`src/rtl/mprc_release_beat_queue_if.sv`:
```
// Handshake and status bundle between the Release arbiter, the beat queue and the network.
// slave = queue side, master = arbiter/network side.
interface mprc_release_beat_queue_if #(
    parameter int DEPTH = 4,
    parameter int CW    = $clog2(DEPTH) + 1
);
    logic          io_in_ready;
    logic          io_in_valid;
    logic [1:0]    io_in_bits_addr_beat;
    logic [25:0]   io_in_bits_addr_block;
    logic [1:0]    io_in_bits_client_xact_id;
    logic          io_in_bits_voluntary;
    logic [2:0]    io_in_bits_r_type;
    logic [127:0]  io_in_bits_data;
    logic          io_out_ready;
    logic          io_out_valid;
    logic [1:0]    io_out_bits_addr_beat;
    logic [25:0]   io_out_bits_addr_block;
    logic [1:0]    io_out_bits_client_xact_id;
    logic          io_out_bits_voluntary;
    logic [2:0]    io_out_bits_r_type;
    logic [127:0]  io_out_bits_data;
    logic          io_out_last;
    logic [CW-1:0] io_count;
    logic          io_msg_pending;
    logic          io_beat_err;

    modport slave (
        output io_in_ready,
        input  io_in_valid, io_in_bits_addr_beat, io_in_bits_addr_block,
               io_in_bits_client_xact_id, io_in_bits_voluntary, io_in_bits_r_type,
               io_in_bits_data, io_out_ready,
        output io_out_valid, io_out_bits_addr_beat, io_out_bits_addr_block,
               io_out_bits_client_xact_id, io_out_bits_voluntary, io_out_bits_r_type,
               io_out_bits_data, io_out_last, io_count, io_msg_pending, io_beat_err
    );

    modport master (
        input  io_in_ready,
        output io_in_valid, io_in_bits_addr_beat, io_in_bits_addr_block,
               io_in_bits_client_xact_id, io_in_bits_voluntary, io_in_bits_r_type,
               io_in_bits_data, io_out_ready,
        input  io_out_valid, io_out_bits_addr_beat, io_out_bits_addr_block,
               io_out_bits_client_xact_id, io_out_bits_voluntary, io_out_bits_r_type,
               io_out_bits_data, io_out_last, io_count, io_msg_pending, io_beat_err
    );
endinterface

```
`src/rtl/mprc_release_beat_queue.sv`:
```
// Registered Release beat FIFO between the Release arbiter and the outer network.
// Optional beat-ordering checker enabled by defining RELEASE_BEAT_CHECK_EN.
module mprc_release_beat_queue #(
    parameter int DEPTH = 4,
    parameter int CW    = $clog2(DEPTH) + 1
) (
    input logic                         clk,
    input logic                         reset,
    mprc_release_beat_queue_if.slave    io
);
    localparam int AW = $clog2(DEPTH);
    localparam int EW = 2 + 26 + 2 + 1 + 3 + 128;

    logic [EW-1:0] mem [DEPTH];
    logic [AW-1:0] wr_ptr;
    logic [AW-1:0] rd_ptr;
    logic [CW-1:0] count;
    logic [1:0]    in_beat;
    logic          full;
    logic          empty;
    logic          enq;
    logic          deq;
    logic          in_data;
    logic [EW-1:0] in_entry;
    logic [EW-1:0] head;

    // Ready/valid depend only on registered count: no ready-to-ready or in-to-out path.
    assign full     = (count == CW'(DEPTH));
    assign empty    = (count == '0);
    assign enq      = io.io_in_valid & ~full;
    assign deq      = io.io_out_ready & ~empty;
    assign in_data  = (io.io_in_bits_r_type <= 3'd2);

    assign io.io_in_ready    = ~full;
    assign io.io_out_valid   = ~empty;
    assign io.io_count       = count;
    assign io.io_msg_pending = (in_beat != 2'd0);

    assign in_entry = {io.io_in_bits_addr_beat, io.io_in_bits_addr_block,
                       io.io_in_bits_client_xact_id, io.io_in_bits_voluntary,
                       io.io_in_bits_r_type, io.io_in_bits_data};

    // Storage is intentionally not reset; pointers and count define validity.
    always_ff @(posedge clk) begin
        if (enq) begin
            mem[wr_ptr] <= in_entry;
        end
    end

    assign head = mem[rd_ptr];
    assign {io.io_out_bits_addr_beat, io.io_out_bits_addr_block,
            io.io_out_bits_client_xact_id, io.io_out_bits_voluntary,
            io.io_out_bits_r_type, io.io_out_bits_data} = head;

    assign io.io_out_last = ~empty & ((io.io_out_bits_r_type > 3'd2) |
                                      (io.io_out_bits_addr_beat == 2'd3));

    always_ff @(posedge clk or negedge reset) begin
        if (!reset) begin
            wr_ptr  <= '0;
            rd_ptr  <= '0;
            count   <= '0;
            in_beat <= 2'd0;
        end else begin
            if (enq) begin
                wr_ptr <= wr_ptr + AW'(1);
            end
            if (deq) begin
                rd_ptr <= rd_ptr + AW'(1);
            end
            case ({enq, deq})
                2'b10:   count <= count + CW'(1);
                2'b01:   count <= count - CW'(1);
                default: count <= count;
            endcase
            if (enq && in_data) begin
                in_beat <= in_beat + 2'd1;
            end
        end
    end

`ifdef RELEASE_BEAT_CHECK_EN
    logic beat_err;
    logic beat_bad;

    // A data beat must carry the expected index; a non-data beat must not interrupt a message.
    assign beat_bad = in_data ? (io.io_in_bits_addr_beat != in_beat) : (in_beat != 2'd0);

    always_ff @(posedge clk or negedge reset) begin
        if (!reset) begin
            beat_err <= 1'b0;
        end else if (enq && beat_bad) begin
            beat_err <= 1'b1;
        end
    end

    assign io.io_beat_err = beat_err;
`else
    assign io.io_beat_err = 1'b0;
`endif

endmodule
```
`src/flat_wrapper.sv`:
```
// flat-port wrapper written by rule: the top's interface ports become plain ports
module mprc_release_beat_queue_flat 
#(
    parameter int DEPTH = 4,
    parameter int CW    = $clog2(DEPTH) + 1
)
  (clk, reset, io_io_in_ready, io_io_in_valid, io_io_in_bits_addr_beat, io_io_in_bits_addr_block, io_io_in_bits_client_xact_id, io_io_in_bits_voluntary, io_io_in_bits_r_type, io_io_in_bits_data, io_io_out_ready, io_io_out_valid, io_io_out_bits_addr_beat, io_io_out_bits_addr_block, io_io_out_bits_client_xact_id, io_io_out_bits_voluntary, io_io_out_bits_r_type, io_io_out_bits_data, io_io_out_last, io_io_count, io_io_msg_pending, io_io_beat_err);
  mprc_release_beat_queue_if #(.DEPTH(DEPTH), .CW(CW)) io_i ();
  input logic clk;
  input logic reset;
  output wire logic [$bits(io_i.io_in_ready)-1:0] io_io_in_ready;
  input wire logic [$bits(io_i.io_in_valid)-1:0] io_io_in_valid;
  input wire logic [$bits(io_i.io_in_bits_addr_beat)-1:0] io_io_in_bits_addr_beat;
  input wire logic [$bits(io_i.io_in_bits_addr_block)-1:0] io_io_in_bits_addr_block;
  input wire logic [$bits(io_i.io_in_bits_client_xact_id)-1:0] io_io_in_bits_client_xact_id;
  input wire logic [$bits(io_i.io_in_bits_voluntary)-1:0] io_io_in_bits_voluntary;
  input wire logic [$bits(io_i.io_in_bits_r_type)-1:0] io_io_in_bits_r_type;
  input wire logic [$bits(io_i.io_in_bits_data)-1:0] io_io_in_bits_data;
  input wire logic [$bits(io_i.io_out_ready)-1:0] io_io_out_ready;
  output wire logic [$bits(io_i.io_out_valid)-1:0] io_io_out_valid;
  output wire logic [$bits(io_i.io_out_bits_addr_beat)-1:0] io_io_out_bits_addr_beat;
  output wire logic [$bits(io_i.io_out_bits_addr_block)-1:0] io_io_out_bits_addr_block;
  output wire logic [$bits(io_i.io_out_bits_client_xact_id)-1:0] io_io_out_bits_client_xact_id;
  output wire logic [$bits(io_i.io_out_bits_voluntary)-1:0] io_io_out_bits_voluntary;
  output wire logic [$bits(io_i.io_out_bits_r_type)-1:0] io_io_out_bits_r_type;
  output wire logic [$bits(io_i.io_out_bits_data)-1:0] io_io_out_bits_data;
  output wire logic [$bits(io_i.io_out_last)-1:0] io_io_out_last;
  output wire logic [$bits(io_i.io_count)-1:0] io_io_count;
  output wire logic [$bits(io_i.io_msg_pending)-1:0] io_io_msg_pending;
  output wire logic [$bits(io_i.io_beat_err)-1:0] io_io_beat_err;
  assign io_io_in_ready = io_i.io_in_ready;
  assign io_i.io_in_valid = io_io_in_valid;
  assign io_i.io_in_bits_addr_beat = io_io_in_bits_addr_beat;
  assign io_i.io_in_bits_addr_block = io_io_in_bits_addr_block;
  assign io_i.io_in_bits_client_xact_id = io_io_in_bits_client_xact_id;
  assign io_i.io_in_bits_voluntary = io_io_in_bits_voluntary;
  assign io_i.io_in_bits_r_type = io_io_in_bits_r_type;
  assign io_i.io_in_bits_data = io_io_in_bits_data;
  assign io_i.io_out_ready = io_io_out_ready;
  assign io_io_out_valid = io_i.io_out_valid;
  assign io_io_out_bits_addr_beat = io_i.io_out_bits_addr_beat;
  assign io_io_out_bits_addr_block = io_i.io_out_bits_addr_block;
  assign io_io_out_bits_client_xact_id = io_i.io_out_bits_client_xact_id;
  assign io_io_out_bits_voluntary = io_i.io_out_bits_voluntary;
  assign io_io_out_bits_r_type = io_i.io_out_bits_r_type;
  assign io_io_out_bits_data = io_i.io_out_bits_data;
  assign io_io_out_last = io_i.io_out_last;
  assign io_io_count = io_i.io_count;
  assign io_io_msg_pending = io_i.io_msg_pending;
  assign io_io_beat_err = io_i.io_beat_err;
  mprc_release_beat_queue #(.DEPTH(DEPTH), .CW(CW)) u_core (.clk(clk), .reset(reset), .io(io_i));
endmodule
```
`config.mk`:
```
export PLATFORM = sky130hd
export DESIGN_NAME = mprc_release_beat_queue_flat
export DESIGN_NICKNAME = d
export VERILOG_FILES = /design/src/rtl/mprc_release_beat_queue_if.sv /design/src/rtl/mprc_release_beat_queue.sv /design/src/flat_wrapper.sv
export SDC_FILE = /design/constraint.sdc
export NUM_CORES = 1
export LEC_CHECK = 0
export CAP_MARGIN = 5
export CELL_PAD_IN_SITES_DETAIL_PLACEMENT = 2
export CELL_PAD_IN_SITES_GLOBAL_PLACEMENT = 2
export CORE_AREA = 2 2 265 371
export DETAILED_ROUTE_END_ITERATION = 10
export DIE_AREA = 0 0 267 373
export PLACE_DENSITY_LB_ADDON = 0.1
export SLEW_MARGIN = 15
export SYNTH_ARGS = -nofsm -noshare
export SYNTH_HDL_FRONTEND = slang
export SYNTH_SLANG_ARGS = --single-unit
```
`constraint.sdc`:
```
create_clock -name clk -period 13.8 [get_ports clk]
set_clock_uncertainty 0.05 [all_clocks]
set_input_delay 2.07 -clock clk [delete_from_list [all_inputs] [get_ports clk]]
set_output_delay 2.07 -clock clk [all_outputs]
set_load 0.02 [all_outputs]
```
==> impl_metrics.yaml <==
outcome:
  outcome: "completed"
pwr:
  switchingPower_w: 0.00226
  power_leakage_nw: 9.77
  p_per_area_nw_per_um2: 229
  clockPowerShare: 0.265
  power_frac_seq: 0.391
  switching_share: 0.318
  power.internal_w: 0.00485
  pwr-share-comb: 0.344
  ir_drop_mv: 0.143
floorplanning:
  dieArea_sq_um: 99600
  core_sq_um: 96400
  ios: 336
  dieWidth_um: 267
  fp-row-count: 135
  start_util: 0.248
  die_y_um: 373
sta:
  max_slew_margin: 0.283
  rsz0062_at_grt: "false"
  fin_crit_sh: 0.439
  period_needed_ns: 6.06
  fin_setup_tns_ns: 0
  max_slew.worst_pin.slew_ns: 1.08
  report.final.setup_viol: 0
  maxSlewViolCount: 0
  hold_violations: 0
  fin_hold_ws_ns: 0.426
  fmax_mhz: 165
detailed_routing:
  wl_met1_um: 23400
  wl_met2_um: 32300
  post-route-drc-count: 0
  wl_per_cell_um: 23.3
  avgViaCountPerCell: 4.10
  first_pass_iters: 4
  num_vias: 10800
  wl_met3_um: 4240
  antenna_left: 0
  top_layer: "met5"
  first_iter_violations: 529
  routed_wl_um: 61600
clock_tree:
  cts_hold_buf: 0
  htree_levels: 3
  cts_resized: 0
  cts_tree: "yes"
  root_buffer: "clkbuf_16"
  cts_sinks: 657
  numCtsBuffers: 73
  worstSkewPairLatency_ns: 0.63
  clockBufferDepth: 3
  clk_pin_slew_ns: 0.06
  cts_setup_buffers: 0
setup_path:
  worstPathRequired_ns: 11.68
  start_kind: "register"
  arrival_ns: 3.94
  end_kind: "output port"
  reg2reg_slack_ns: 10.29
  path_max_fanout: 51
  crit_type: "register to output port"
synthesis:
  synth_flop_cell: "edfxtp_1"
  synthDistinctLibCells: 25
  syn_inst: 898
  syn_avg_cell_area_sq_um: 26.6
  synth-edff-count: 648
  async_flop_share: 0.0137
  syn_area_sq_um: 23900
  synth_nets: 1071
  ys_seq_area_frac: 0.824
  yosysWarnings: 0
  ys_ff_latch: 657
worst_hold_path:
  hp-class: "register to register"
run:
  drv_cap: 0
global_routing:
  grt_pass1_vias: 12600
  grt_pass1_wl_um: 90500
  overflow: 0
  grt_antenna_before_repair: 8
  grtUsageTotal: 0.126
  grt_max_degree: 127
layout:
  drive_gt1_frac: 0.216
  final_common_cell: "edfxtp_1"
  final_net_count: 1457
  syn2layout_area_growth_pct: 30.0
  final_cell_mix: "edfxtp_1, clkdlybuf4s50_1, mux4_2"
  final_area_sq_um: 31100
placement:
  dp_hpwl_um: 36900
  port_buffers: 334
  gp_congestion: 0.681
  placed_area_sq_um: 28800
## area by class of cell
class	count	area, sq um
diodes	2	5.00
flip-flops and latches	657	19700
clock buffers	86	1920
fillers	9420	65400
multi-input cells	195	3950
inverters	8	30.0
clock inverters	47	349
repair buffers	349	3480
well taps	1301	1630
## logic make-up (layout without fill, tap and decap cells)
kind of cell,after synthesis,count (layout),share of synthesized area
other cells,1,3,0.000157
flops,657,657,0.824
buf+inv,46,490,0.0114
fa+ha+maj,7,7,0.00398
mux,165,165,0.154
xor+xnor,7,7,0.00257
compound gates,4,4,0.00110
simple gates,11,11,0.00262
## per-stage QoR
stage,setup slack (ns),std cells,utilization,total power [W]
floorplan,7.39,898,-,0.00424
global placement,8.20,2510,0.298,0.00538
detailed placement,8.21,2510,0.298,0.00540
CTS,7.50,2643,0.322,0.00734
global route,7.51,2644,0.322,0.00749
finish,7.74,2645,0.322,0.00712
## registers in the layout, indices dropped and copies added, names as in the netlist
signal	cells
u_core.io.io_count	3
u_core.mem	648
u_core.rd_ptr	2
u_core.wr_ptr	2
u_core.in_beat	2
## power groups by stage
stage               clock network, W  logic (W)  registers, W
detailed placement                 0    0.00256       0.00284
global placement                   0    0.00256       0.00282
floorplan                          0    0.00144       0.00281
finish                       0.00188    0.00245       0.00278
CTS                          0.00197    0.00257       0.00280
global route                 0.00203    0.00263       0.00283
## synthesized netlist by cell type, drive strengths merged (2+ instances only)
cell type	instances	area share
a21oi	2	0.00042
and3	4	0.0010
buf	35	0.0097
clkbuf	3	0.00047
dfrtp	9	0.0094
edfxtp	648	0.81
ha	6	0.0031
inv	8	0.0013
mux2	2	0.00094
mux4	162	0.15
nand2	3	0.00058
xnor2	4	0.0015
xor2	3	0.0011
## routing by layer
layer	track usage	up-vias
li1	-	4661
met4	0.0493	12
met1	0.140	5776
met3	0.0412	98
met2	0.220	291
met5	0	-
## critical path, stage by stage, from the launching register on
cell	delay (ns)
dfrtp_4	0.74
buf_4	0.76
buf_4	0.62
mux4_2	0.40
clkdlybuf4s50_1	0.62
## final timing paths
check | start | end | cells after the start
min in group asynchronous | reset | u_core.io.io_count[2] | 1
max in group asynchronous | reset | u_core.rd_ptr[0] | 1
setup reg to reg | u_core.io.io_count[0] | u_core.mem[0][28] | 4
hold reg to reg | u_core.in_beat[0] | u_core.in_beat[0] | 1
setup / recovery | u_core.rd_ptr[1] | io_io_out_bits_data[84] | 4
hold / removal | u_core.in_beat[0] | u_core.in_beat[0] | 1
No activity file was read; power rests on OpenSTA's default activity.
==> RTL edit 1, RTL diff (config.mk and constraints unchanged) <==
Add a define of `RELEASE_BEAT_CHECK_EN`.
--- a/src/rtl/mprc_release_beat_queue.sv
+++ b/src/rtl/mprc_release_beat_queue.sv
@@ -1,5 +1,7 @@
 // Registered Release beat FIFO between the Release arbiter and the outer network.
 // Optional beat-ordering checker enabled by defining RELEASE_BEAT_CHECK_EN.
+`define RELEASE_BEAT_CHECK_EN
+
 module mprc_release_beat_queue #(
     parameter int DEPTH = 4,
     parameter int CW    = $clog2(DEPTH) + 1
Formal check against the unedited RTL: not equivalent (a bounded check fails within 4 cycles, from zero or initial values and one cycle with reset low).
==> RTL edit 1 against the original RTL <==
Sequential cell count is 1 higher; routed wire length is 2.1% lower; final cell count hardly changed; highest routed layer unchanged; worst setup slack better by 0.10 ns; synthesized cell count is 0.56% higher; sequential share of layout area is 0.080 points lower; total power hardly changed; fmax is 1.7% higher; final area is 0.25% higher; area after synthesis is 0.18% higher.
==> RTL edit 1: results (changes against the original RTL) <==
layout cell share with drive strength beyond 1 -> 21.0% (-0.66 points)
detailed placement HPWL -> 36,800 um (-0.12%)
worst flop-to-flop path endpoint -> u_core.mem[2][45]$_DFFE_PP_
Synth Net Count -> 1,076 (+0.47%)
Routed WL -> 60,300 um (-2.1%)
Critical R2R Launch -> u_core.io.io_count[2]$_DFFE_PN0P_
later-pin clock latency in the skew report -> 0.60 ns (-0.03 ns)
Worst slew margin -> 35.4% (+7.1 points)
Area Growth Syn to Fin -> 30.1% (about the same)
xor/xnor cell area share of the yosys netlist -> 0.329% (+0.073 points)
Cell variety after synth -> 28 (+12%)
status -> finished clean
number of global-route vias before repair -> 12,700 (+0.19%)
Cell Area, Placed -> 28,900 um2 (+0.32%)
final worst slack -> 7.84 ns (+0.0996 ns)
syn_area_per_cell -> 26.5 um2 (-0.37%)
met3 usage -> 4.07% (-0.053 points)
met1 usage -> 14.1% (+0.12 points)
Post-Synth Adder-Cell Area -> 0.397% (-0.00073 points)
flop2flop setup slack -> 10.54 ns (+0.25 ns)
antenna violations before repair -> 9 (+1)
DR iter-0 viols -> 477 (-9.8%)
IO Port Bufs -> 335 (+0.30%)
largest net degree at the start of global routing -> 89 (-30%)
worst hold slack -> 0.463 ns (+0.0375 ns)
met2 WL -> 31,500 um (-2.2%)
met3 wire length -> 4080 um (-3.8%)
Nets -> 1,467 (+0.69%)
synth top area cells -> edfxtp_1, mux4_2, dfrtp_1, buf_2, ha_1
met1 WL -> 23,400 um (-0.15%)
placed insts -> 2,520 (+0.40%)
met2 usage -> 21.4% (-0.61 points)
min-delay src -> u_core.io.io_beat_err$_DFFE_PN0P_
Synth Area in Compound Gates -> 0.152% (+0.042 points)
Total GRT Usage -> 12.2% (-0.33 points)
Worst Setup SP -> u_core.rd_ptr[0]$_DFFE_PN0P_
crit-path max FO -> 35 (-31%)
Post-synth ARST share -> 1.52% (+0.15 points)
RD Place Congestion -> 0.667 (-2.1%)
RTL edit 1: cell count changes after synthesis, moves of 2 or more:
cell	before	now
xnor2_1	4	6
buf_4	15	4
and3_2	0	4
buf_2	17	27
and3_1	4	0
RTL edit 1: power by group:
| group | switching [mW] | total, mW | internal, mW |
|---|---|---|---|
| Clock | 0.785 | 1.87 | 1.09 |
| Combinational | 1.35 | 2.48 | 1.13 |
| Sequential | 0.115 | 2.76 | 2.64 |
| Total | 2.25 | 7.11 | 4.86 |
RTL edit 1: critical path, cell delays in order, from the launching register on:
cell	delay [ns]
dfrtp_4	0.64
buf_4	0.65
buf_4	0.66
mux4_2	0.60
clkdlybuf4s50_1	0.59
RTL edit 1: layout make-up:
class / instances / share of cell area, %
Sequential cell: 658 / 63.3
Multi-Input combinational cell: 199 / 12.8
Timing Repair Buffer: 353 / 11.2
Clock buffer: 98 / 6.37
Tap cell: 1301 / 5.23
Clock inverter: 29 / 0.884
Inverter: 9 / 0.109
==> RTL edit 2, RTL diff (config.mk and constraints unchanged) <==
Without the edit above. `DEPTH` is set to 4 in 3 places; all go to 2.
--- a/src/rtl/mprc_release_beat_queue_if.sv
+++ b/src/rtl/mprc_release_beat_queue_if.sv
@@ -1,7 +1,7 @@
 // Handshake and status bundle between the Release arbiter, the beat queue and the network.
 // slave = queue side, master = arbiter/network side.
 interface mprc_release_beat_queue_if #(
-    parameter int DEPTH = 4,
+    parameter int DEPTH = 2,
     parameter int CW    = $clog2(DEPTH) + 1
 );
     logic          io_in_ready;
--- a/src/rtl/mprc_release_beat_queue.sv
+++ b/src/rtl/mprc_release_beat_queue.sv
@@ -1,7 +1,7 @@
 // Registered Release beat FIFO between the Release arbiter and the outer network.
 // Optional beat-ordering checker enabled by defining RELEASE_BEAT_CHECK_EN.
 module mprc_release_beat_queue #(
-    parameter int DEPTH = 4,
+    parameter int DEPTH = 2,
     parameter int CW    = $clog2(DEPTH) + 1
 ) (
     input logic                         clk,
--- a/src/flat_wrapper.sv
+++ b/src/flat_wrapper.sv
@@ -1,7 +1,7 @@
 // flat-port wrapper written by rule: the top's interface ports become plain ports
 module mprc_release_beat_queue_flat 
 #(
-    parameter int DEPTH = 4,
+    parameter int DEPTH = 2,
     parameter int CW    = $clog2(DEPTH) + 1
 )
   (clk, reset, io_io_in_ready, io_io_in_valid, io_io_in_bits_addr_beat, io_io_in_bits_addr_block, io_io_in_bits_client_xact_id, io_io_in_bits_voluntary, io_io_in_bits_r_type, io_io_in_bits_data, io_io_out_ready, io_io_out_valid, io_io_out_bits_addr_beat, io_io_out_bits_addr_block, io_io_out_bits_client_xact_id, io_io_out_bits_voluntary, io_io_out_bits_r_type, io_io_out_bits_data, io_io_out_last, io_io_count, io_io_msg_pending, io_io_beat_err);
Interface: changed (resized io_io_count); port bits go from 336 to 335. The function was not compared with the original's and may differ.
==> RTL edit 2 against the original RTL <==
Total power is 45% lower; sequential cell count shrank 327; count of clock-buffer cells in the layout fell by 35; final area decreased by 41%; area after synthesis shrank 49%; routed wire length fell by 37%; register-to-register slack better by 0.33 ns; worst setup slack better by 0.32 ns; synthesized cell count down 40%; largest power group unchanged; highest routed layer unchanged.
==> RTL edit 2: results (changes against the original RTL) <==
Sw Ratio -> 33.1% (+1.3 points)
ys flop type -> edfxtp_1
sequential share of power -> 37.4% (-1.7 points)
DR iter-0 viols -> 159 (-70%)
Logic power comb -> 1.42 mW (-42%)
CP endpoint kind -> output pin
Cell variety after synth -> 21 (-16%)
Post-synth ARST share -> 1.82% (+0.45 points)
first-pass GRT wire length -> 54,500 um (-40%)
post-CTS resize count -> 0 (unchanged)
Worst slew margin -> 34.5% (+6.2 points)
Total GRT Usage -> 7.64% (-4.9 points)
worst flop-to-flop path endpoint -> u_core.mem[1][143]$_DFFE_PP_
Slowest-stage cell, CP -> dfrtp_4
layout cell share with drive strength beyond 1 -> 24.1% (+2.4 points)
crit-path max FO -> 55 (+7.8%)
Setup WS pre-CTS -> 8.44 ns (+0.231 ns)
Final min period -> 5.74 ns (-0.319 ns)
Worst Setup SP -> u_core.rd_ptr$_DFFE_PN0P_
crit path DAT -> 3.62 ns (-0.32 ns)
EDFF count, synth -> 324 (-50%)
CTS H-tree depth -> 2 (-1)
IO Port Bufs -> 333 (-0.30%)
Critical R2R Launch -> u_core.io.io_count[0]$_DFFE_PN0P_
antenna cells -> 0 (-2)
crit-path max cell delay -> 1.05 ns (+0.29 ns)
max reg flops -> 324 (-50%)
flop2flop setup slack -> 10.62 ns (+0.33 ns)
vias per cell -> 2.88 (-30%)
Synth Net Count -> 704 (-34%)
top cells by count, synth -> edfxtp_1, mux2_2, buf_6, dfrtp_1
Fillers -> 10,500 (+11%)
crit path to -> io_io_out_bits_data[52]
WHS Endpoint -> u_core.in_beat[0]$_DFFE_PN0P_
later-pin clock latency in the skew report -> 0.56 ns (-0.07 ns)
antenna violations before repair -> 10 (+2)
leakage dissipation -> 5.75 nW (-41%)
min-delay src -> u_core.in_beat[0]$_DFFE_PN0P_
status -> finished clean
DR WL/cell -> 17.3 um (-26%)
largest net degree at the start of global routing -> 118 (-7.1%)
synth top area cells -> edfxtp_1, mux2_2, buf_6, dfrtp_1, mux2_4
largest register by flop count -> u_core.mem
register area share after synthesis -> 81.8% (-0.60 points)
detailed placement HPWL -> 25,000 um (-32%)
CTS Buf Count -> 43 (-41%)
Worst IR Drop VDD -> 0.0883 mV (-38%)
Nets -> 1,070 (-27%)
RD Place Congestion -> 0.620 (-8.9%)
HP Class -> reg -> reg
number of global-route vias before repair -> 7,405 (-41%)
## RTL edit 2: changes by cell type after synthesis, moves of 4 or more
cell      change
edfxtp_1    -324
mux4_2      -162
mux2_2      +157
buf_2        -14
buf_4        -14
buf_6        +12
ha_1          -4
inv_1         -4
## RTL edit 2: cell type report
type	count	area [um2]	share of cell area [%]
multi-input cells	183	2000	11.0
inverters	4	15.0	0.0827
well taps	1301	1630	8.96
clock buffers	51	1150	6.32
repair buffers	340	3400	18.7
flip-flops and latches	330	9880	54.4
clock inverters	19	90.1	0.496
## RTL edit 2: per-stage QoR
step                total power, mW  cells  utilization (%)  cell area, um2  hold slack (ns)
floorplan                      2.29    536                -           12100            0.396
global placement               2.98   2158             17.6           16900            0.412
detailed placement             2.98   2158             17.6           16900            0.432
CTS                            4.06   2228             18.8           18200            0.443
global route                   4.14   2228             18.8           18200            0.471
finish                         3.91   2228             18.8           18200            0.437
## RTL edit 2: cells by family (layout without fill, tap and decap cells)
kind of cell	after synthesis	count (layout)	synth area share, %
other cells	1	1	0.0311
xor+xnor	6	6	0.435
buf+inv	23	414	1.71
simple gates	9	9	0.352
mux	163	163	15.3
compound gates	2	2	0.166
fa+ha+maj	2	2	0.207
flops	330	330	81.8
## RTL edit 2: routing by layer
| layer | vias up | track usage, % | share of wire [%] |
|---|---|---|---|
| li1 | 2855 | - | - |
| met1 | 3200 | 7.92 | 37 |
| met2 | 262 | 13.0 | 49 |
| met3 | 79 | 3.98 | 11 |
| met4 | 20 | 2.81 | 2.9 |
| met5 | - | 0 | 0.30 |
## RTL edit 2: critical path: cells and delay by family (launching register included)
family / cells / cell delay [ns]
flops: 1 / 1.05
buf+inv: 2 / 1.42
mux: 1 / 0.41
